`src/rtl/a_row_skew_feeder.sv`:
```
// a_row_skew_feeder: ping-pong N1xM2 A-tile buffer fed by BRAM reads (addr_vld_A/activate_A/last_addr_A/rd_data_A, credit ready_A) streamed to systolic rows with i-cycle skew (a_out/a_vld under a_ready, done after last tile); A_ZERO_PAD_EN zeroes invalid lanes
module a_row_skew_feeder #(
  parameter int N1 = 4,
  parameter int D_W = 8,
  parameter int MATRIXSIZE_W = 16,
  parameter int MAX_M2 = 64,
  parameter int RD_LAT = 2
) (
  input  logic                    clk,
  input  logic                    rst,
  input  logic [MATRIXSIZE_W-1:0] M2,
  input  logic                    addr_vld_A,
  input  logic [N1-1:0]           activate_A,
  input  logic                    last_addr_A,
  input  logic [D_W-1:0]          rd_data_A,
  output logic                    ready_A,
  output logic [N1*D_W-1:0]       a_out,
  output logic [N1-1:0]           a_vld,
  input  logic                    a_ready,
  output logic                    done
);
  localparam int CW = $clog2(MAX_M2);
  localparam int RW = $clog2(N1);
  localparam int KW = $clog2(MAX_M2 + N1);
  localparam int ICW = $clog2(N1 * MAX_M2 + 1);
  localparam int XW = MATRIXSIZE_W + 1;
  typedef enum logic [1:0] {EMPTY, LOADING, FULL, STREAMING} bank_t;
  typedef enum logic {IDLE, RUN} fsm_t;
  logic [D_W-1:0] mem [2][N1][MAX_M2];
  logic [RD_LAT-1:0] vld_d, last_d;
  logic [N1-1:0] act_d [RD_LAT];
  bank_t st [2];
  logic [1:0] tag;
  logic wb, ib, rb;
  logic [CW-1:0] wcol [N1];
  logic [ICW-1:0] ic, tile_m1;
  logic [KW-1:0] k;
  fsm_t fsm;
  logic [MATRIXSIZE_W-1:0] m2m1;
  logic [XW-1:0] klast;
  logic [RW-1:0] wrow;
  logic [N1-1:0] da, nv;
  logic [N1*D_W-1:0] nd;
  logic dv, dl, oh, we, wwrap, wfull, ic_wrap, ib_n, k_end;
  assign dv = vld_d[RD_LAT-1];
  assign dl = last_d[RD_LAT-1];
  assign da = act_d[RD_LAT-1];
  assign oh = (da != '0) && ((da & (da - N1'(1))) == '0);
  assign we = dv && oh;
  assign m2m1 = M2 - MATRIXSIZE_W'(1);
  assign wwrap = MATRIXSIZE_W'(wcol[wrow]) == m2m1;
  assign wfull = we && wrow == RW'(N1 - 1) && wwrap;
  assign tile_m1 = ICW'(N1 * M2 - 1);
  assign ic_wrap = addr_vld_A && ic == tile_m1;
  assign ib_n = ib ^ ic_wrap;
  assign klast = XW'(M2) + XW'(N1 - 2);
  assign k_end = XW'(k) == klast;
  always_comb begin
    wrow = '0;
    for (int i = 0; i < N1; i++) if (da[i]) wrow = RW'(i);
  end
  // Lane i shows row i delayed by i cycles: element k-i while that index is inside the row.
  always_comb begin
    nv = '0;
    nd = a_out;
    for (int i = 0; i < N1; i++) begin
      nv[i] = XW'(k) >= XW'(i) && XW'(k) < XW'(i) + XW'(M2);
`ifdef A_ZERO_PAD_EN
      nd[i*D_W +: D_W] = nv[i] ? mem[rb][i][CW'(k - KW'(i))] : '0;
`else
      nd[i*D_W +: D_W] = nv[i] ? mem[rb][i][CW'(k - KW'(i))] : a_out[i*D_W +: D_W];
`endif
    end
  end
  always_ff @(posedge clk) if (we) mem[wb][wrow][wcol[wrow]] <= rd_data_A;
  always_ff @(posedge clk) begin
    if (rst) begin
      vld_d <= '0;
      last_d <= '0;
      for (int i = 0; i < RD_LAT; i++) act_d[i] <= '0;
      st[0] <= EMPTY;
      st[1] <= EMPTY;
      tag <= '0;
      wb <= 1'b0;
      ib <= 1'b0;
      rb <= 1'b0;
      for (int i = 0; i < N1; i++) wcol[i] <= '0;
      ic <= '0;
      ready_A <= 1'b1;
      fsm <= IDLE;
      k <= '0;
      a_out <= '0;
      a_vld <= '0;
      done <= 1'b0;
    end else begin
      vld_d[0] <= addr_vld_A;
      last_d[0] <= last_addr_A;
      act_d[0] <= activate_A;
      for (int i = 1; i < RD_LAT; i++) begin
        vld_d[i] <= vld_d[i-1];
        last_d[i] <= last_d[i-1];
        act_d[i] <= act_d[i-1];
      end
      ic <= ic_wrap ? '0 : ic + ICW'(addr_vld_A);
      ib <= ib_n;
      // Credit looks one address ahead so upstream never targets an occupied bank.
      ready_A <= st[ib_n] == EMPTY || st[ib_n] == LOADING;
      done <= 1'b0;
      if (we) begin
        wcol[wrow] <= wwrap ? '0 : wcol[wrow] + CW'(1);
        if (st[wb] == EMPTY) st[wb] <= LOADING;
        if (wfull) begin
          st[wb] <= FULL;
          tag[wb] <= dl;
          wb <= ~wb;
          for (int i = 0; i < N1; i++) wcol[i] <= '0;
        end
      end
      if (fsm == IDLE) begin
        a_vld <= '0;
`ifdef A_ZERO_PAD_EN
        a_out <= '0;
`endif
        if (st[rb] == FULL) begin
          fsm <= RUN;
          st[rb] <= STREAMING;
          k <= '0;
        end
      end else if (a_ready) begin
        a_vld <= nv;
        a_out <= nd;
        k <= k + KW'(1);
        if (k_end) begin
          st[rb] <= EMPTY;
          rb <= ~rb;
          done <= tag[rb];
          k <= '0;
          if (st[~rb] == FULL) st[~rb] <= STREAMING;
          else fsm <= IDLE;
        end
      end
    end
  end
  a_onehot: assert property (@(posedge clk) disable iff (rst) dv |-> oh)
    else $error("a_row_skew_feeder: delayed activate_A not one-hot");
  a_no_overwrite: assert property (@(posedge clk) disable iff (rst) we |-> !(st[wb] inside {FULL, STREAMING}))
    else $error("a_row_skew_feeder: write into an occupied bank");
endmodule

```
`config.mk`:
```
export PLATFORM = sky130hd
export DESIGN_NAME = a_row_skew_feeder
export DESIGN_NICKNAME = d
export VERILOG_FILES = /design/src/rtl/a_row_skew_feeder.sv
export SDC_FILE = /design/constraint.sdc
export NUM_CORES = 2
export LEC_CHECK = 0
export BUFFER_PORTS_ARGS = -buffer_cell sky130_fd_sc_hd__buf_2
export CAP_MARGIN = 40
export CORE_UTILIZATION = 61
export DETAILED_ROUTE_END_ITERATION = 10
export PLACE_DENSITY = 0.77
export SYNTH_ARGS = -nofsm -noshare
export SYNTH_HDL_FRONTEND = slang
export SYNTH_MEMORY_MAX_BITS = 65536
export SYNTH_SLANG_ARGS = --single-unit
```
`constraint.sdc`:
```
create_clock -name clk -period 5.4 [get_ports clk]
set_input_delay 1.08 -clock clk [delete_from_list [all_inputs] [get_ports clk]]
set_output_delay 1.08 -clock clk [all_outputs]
set_load 0.05 [all_outputs]
```
Yosys cells after proc, flatten, opt, wreduce, memory -nomap -nowiden
Memory sizes are Yosys's and may differ from the RTL's. A register that Yosys moved wholly into a read port is not among the register bits. Index checks and enable logic that the tools add are counted.

Bits in writable memories: 4132. Memories kept: 4. Bits in registers: 64.

Mux-type cells: 85. Bitwise gates (word level): 24. Reductions and logical operators: 30. $lt $le $gt $ge: 18. Eq/ne operators: 9. $add $sub $neg: 12.

Memories: mem (words 2, bits a word 2048, read ports 1, clocked after Yosys merged registers in 1, write ports 1, RTL line 29) `logic [D_W-1:0] mem [2][N1][MAX_M2];`; wcol (words 4, bits a word 6, read ports 1, clocked after Yosys merged registers in 0, write ports 4, RTL line 35) `logic [CW-1:0] wcol [N1];`; act_d (words 2, bits a word 4, read ports 2, clocked after Yosys merged registers in 0, write ports 2, RTL line 31) `logic [N1-1:0] act_d [RD_LAT];`; st (words 2, bits a word 2, read ports 4, clocked after Yosys merged registers in 2, write ports 3, RTL line 32) `bank_t st [2];`.

Operators with widths (number): 2-to-1 mux 2048 bit (1); demux 512 bit (select 2 bit) (1); 2-to-1 mux 512 bit (1); binary-select mux 8 bit (select 6 bit) (4); 2-to-1 mux 8 bit (9); < comparator 7 x 17 -> 1 bit (3); demux 8 bit (select 6 bit) (1); 2-to-1 mux 1 bit (47); 2-to-1 mux 6 bit (6); greater-or-equal comparator 7 bit (second input constant) (5); inverter 6 -> 7 bit (5); adder 2 x 16 -> 17 bit (first input constant) (2); 2-to-1 mux 7 bit (4); adder 1 x 16 -> 17 bit (first input constant) (1); == test 7 x 17 -> 1 bit (1); == test 6 x 16 -> 1 bit (1); < comparator 7 x 16 -> 1 bit (1); subtractor 16 x 1 -> 16 bit (second input constant) (1); AND reduction 3 bit (5); greater-or-equal comparator 7 x 2 -> 1 bit (second input constant) (2); 2-to-1 mux 2 bit (7); subtractor 6 x 2 -> 6 bit (second input constant) (2); logical AND 1 bit (11); adder 9 x 1 -> 9 bit (1); other kinds (33) (56).

Longest topological paths before layout
An unclocked memory read counts as a cell.

Word-level depth: 17. Gate-level depth with buffers: 18. Depth with buffers taken out: 13.

Least setup slack after synthesis
OpenSTA, ideal clock, no wires.

Path kind: register -> register. From: register k[0]. To: register a_out[10]. Arrival time: 4.370 ns. Period minus slack after synthesis: 4.486 ns. Setup slack: 0.914 ns. Data required time: 5.283 ns. Setup time: 0.117 ns. Path buffers: 8. Stages on the path, launching flop included: 15. Path through: dfxtp_1 clkbuf_1 buf_2 buf_1 buf_2 clkinv_1 clkbuf_1 ha_1 buf_2 buf_1 buf_1 mux4_2 a221oi_1 mux2i_1 a22o_1.

Longest elaborated chain between the ends: 5. Elaborated cells between the ends (all ways): 9.

Ends and longest elaborated chain: start, declared (RTL line 37) `logic [KW-1:0] k;`; start signal, assigned (RTL line 132) `k <= k + KW'(1);`; subtractor 6 x 1 -> 6 bit (RTL line 71) `nd[i*D_W +: D_W] = nv[i] ? mem[rb][i][CW'(k - KW'(i))] : a_out[i*D_W +: D_W];`; inverter 6 -> 7 bit (not written as such) (RTL line 71); binary-select mux 8 bit (select 6 bit) (RTL line 71); 2-to-1 mux 8 bit (not written as such) (2 in a row) (RTL line 71); end signal, assigned (RTL line 131) `a_out <= nd;`; end, declared (RTL line 17) `output logic [N1*D_W-1:0] a_out,`.

Parallel ways exist; a longest one is shown, timed or not. The select of a mux whose other input is x is not followed. A chain may end at the register's enable or synchronous reset.

==> key figures <==
Timing
  – Period minus WS final: 5.02 ns
  – RSZ-0062 raised after global routing: false
  – Max Freq: ~200 MHz
  – Hold WS: 0.431 ns
  – Setup TNS: 0 ns
  – Fin. Hold Viols: 0
  – Tcrit/Tclk final: 0.930
  – Slew Limit Fails: 0
  – Worst-margin pin slew: between 1 and 1.5 ns
  – Post-Route Skew: 0.0639 ns
  – PnR worst setup slack: ~0.38 ns
  – Setup violators final: 0
  – Relative slew slack: 0.236

Logic synthesis
  – Synth Net Count: between 7000 and 8000
  – Post-synth EDFFs: about 4100
  – Synthesized flop and latch total: around 4200
  – Seq/Total Area, Yosys: 0.763
  – Post-Synthesis Mean Instance Area: approximately 21 um^2
  – Synth async-reset ratio: 0
  – Mapped Cells: 7722
  – Top_reg_cell synth: edfxtp_1
  – Count of cell types in the netlist: 77
  – Netlist Area Pre-Place: roughly 0.16 mm^2
  – Ys Warns: 0

Detailed routing
  – Vias: 84000
  – DRC violation count after routing: 0
  – DRT Wirelength: between 400000 and 500000 um
  – Antenna-violating nets left: 0
  – First DRT Iteration DRCs: 12800
  – Vias/cell: between 6 and 7
  – WL/cell: between 30 and 40 um
  – 1st-pass router iterations: 9

Clocking
  – Post-CTS Repair Setup Buffers: 0
  – TritonCTS Buffers: roughly 400
  – Clock root buffer: clkbuf_16
  – Clock Sinks: approximately 4200
  – Max H-tree Level: 5
  – Clk buf depth: 4
  – CTS tree: yes
  – Resized cells post-CTS: 0
  – Clk Latency, worst-skew pair: around 0.92 ns
  – CTS hold repair buffers: 0
  – Clock transition at the registers of the reported paths: 0.06 ns

Floorplan
  – Die height: between 500 and 600 um
  – FP Rows: 190
  – Die width: about 520 um
  – IO Pins: 71
  – Core area: between 0.2 and 0.3 mm^2
  – Die ar.: 0.271 mm^2
  – Starting Density: 0.613

Layout
  – Fin nets: between 8000 and 9000
  – Core Util, Final: 0.687
  – Fraction of layout cells with a size suffix above 1: 0.263
  – Layout area overhead: 12.0%
  – Design area: roughly 0.18 mm^2
  – FF+latch area: 0.125 mm^2
  – Multi-input combinational cell area: approximately 0.037 mm^2
  – Fin cells: between 10000 and 15000
  – FILL cells: approximately 15000

Worst setup path
  – Startpoint Class: register
  – R2R Setup Slk: 0.38 ns
  – CP required: slightly below 6 ns
  – Critical Path End Type: register
  – Worst Path Max Fanout: 20
  – Critical Path AT: 5.52 ns
  – CP Class: reg2reg

Global routing
  – Antenna violations before repair: 25
  – GRT Overall Usage: 0.320
  – First-pass GRT wire length: about 600000 um
  – Largest net degree at the start of global routing: around 180
  – Vias in the first global route: 84400
  – Total gr overflow: 0

Worst hold path
  – Hold WC Path Type: in2reg

Placement
  – Cell area after placement: roughly 0.17 mm^2
  – Placed cells: 11300
  – Pre-CTS setup slack: 0.753 ns
  – GPL Wtd Cong: 0.925
  – Hpwl dp: between 200000 and 300000 um
  – PortBufs: 70

Power
  – Sequential share of power: 0.545
  – P_sw: around 14 mW
  – Clk pwr share: 0.425
  – Switching share of power: 0.206
  – Int Power: between 50 and 60 mW
  – Design Power: around 66 mW
  – LEAKAGE: ~56 nW
  – PD cells: roughly 360 mW/mm^2
  – Maximum VDD drop: about 280 uV
  – Comb pwr share: 0.030

Status
  – Outcome: complete, no violations

Job
  – Max-cap violations: 0
-- placed cells by master, fill, tap and decap left out, drive strengths merged, types with 23 or more instances in the layout --
cell    count
clkbuf    499
nor2b      27
nor3       53
nand2     360
a22o       32
dfxtp      78
bufinv     36
nand3      86
edfxtp   4120
xnor2      45
and2       25
mux2i     104
xor2       23
o21ai      40
ha         44
clkinv    185
a21oi      63
diode      25
mux4     1182
inv        41
nor2      646
nand4      48
a31oi      34
buf       420
-- flip-flops by register name, summed over array words and instances, names as in the netlist, 2 cells and up, named ones only --
name and flops:
a_out 32, a_vld 4, vld_d 2, last_d 2, k 7, act_d 8, mem 4096, st 4
wcol 24, tag 2, ic 9
-- synthesized netlist by cell type, drive strengths merged, types with 25 or more instances --
library cell,instances,area share
nor3,53,0.0016
nand4,48,0.0018
xnor2,45,0.0024
nand2,360,0.0082
nor2,646,0.015
ha,44,0.0034
edfxtp,4120,0.75
mux4,1182,0.16
and2,25,0.00095
mux2i,104,0.0063
a21oi,63,0.0019
clkbuf,190,0.0043
dfxtp,78,0.0095
o21ai,40,0.0012
nor2b,27,0.0010
nand3,86,0.0027
inv,30,0.00069
buf,236,0.0073
a31oi,34,0.0013
a22o,32,0.0017
-- power by group through the flow --
stage | logic (mW) | registers [mW] | clock network [mW]
2_1_floorplan | 0.815 | 36.5 | 0
3_3_place_gp | 1.83 | 36.5 | 0
3_5_place_dp | 1.91 | 36.5 | 0
4_1_cts | 1.94 | 35.8 | 28.0
5_1_grt | 2.03 | 35.8 | 29.2
6_report | 1.98 | 35.8 | 27.9
-- critical path, cell delays in order, from the launching register on --
cell and delay, ns:
dfxtp_1 0.73, nor3b_1 0.13, o31ai_1 0.48, nand2_1 0.35
nor3b_1 0.93, nand2_1 0.90, buf_4 0.47, nor2_1 0.60
-- metal layers --
metal / global-route usage / wire length, um / up-vias
li1: - / - / 32900
met1: 0.436 / 150000 / 43800
met2: 0.496 / 204000 / 6332
met3: 0.0805 / 53800 / 966
met4: 0.144 / 22100 / 22
met5: 0 / 169 / -
-- worst paths after layout --
kind | start | endpoint | cells past startpoint
hold reg to reg | vld_d[0]$_SDFF_PP0_ | vld_d[1]$_SDFF_PP0_ | 1
setup / recovery | act_d[0][6]$_SDFF_PP0_ | mem[0][268]$_DFFE_PP_ | 7
setup reg to reg | act_d[0][6]$_SDFF_PP0_ | mem[0][268]$_DFFE_PP_ | 7
hold / removal | last_addr_A | last_d[0]$_SDFF_PP0_ | 2
-- area by class of cell --
type | instances | share of cell area
timing repair buffer | 420 | 0.0217
multi-input combinational | 3065 | 0.202
tap | 3552 | 0.0242
sequential | 4198 | 0.681
clock buffer | 499 | 0.0583
clock inverter | 238 | 0.0116
antenna | 25 | 0.000340
inverter | 33 | 0.000694
-- logic make-up after synthesis --
| kind of cell | Yosys count | synth area share |
|---|---|---|
| AO/OA/AOI/OAI | 346 | 0.0151 |
| XOR/XNOR | 68 | 0.00367 |
| adder cells (fa/ha/maj) | 44 | 0.00335 |
| buffers and inverters | 459 | 0.0124 |
| flip-flops | 4198 | 0.763 |
| multiplexers | 1288 | 0.169 |
| AND/OR/NAND/NOR | 1319 | 0.0343 |
Power figures use the tool's default switching activity.
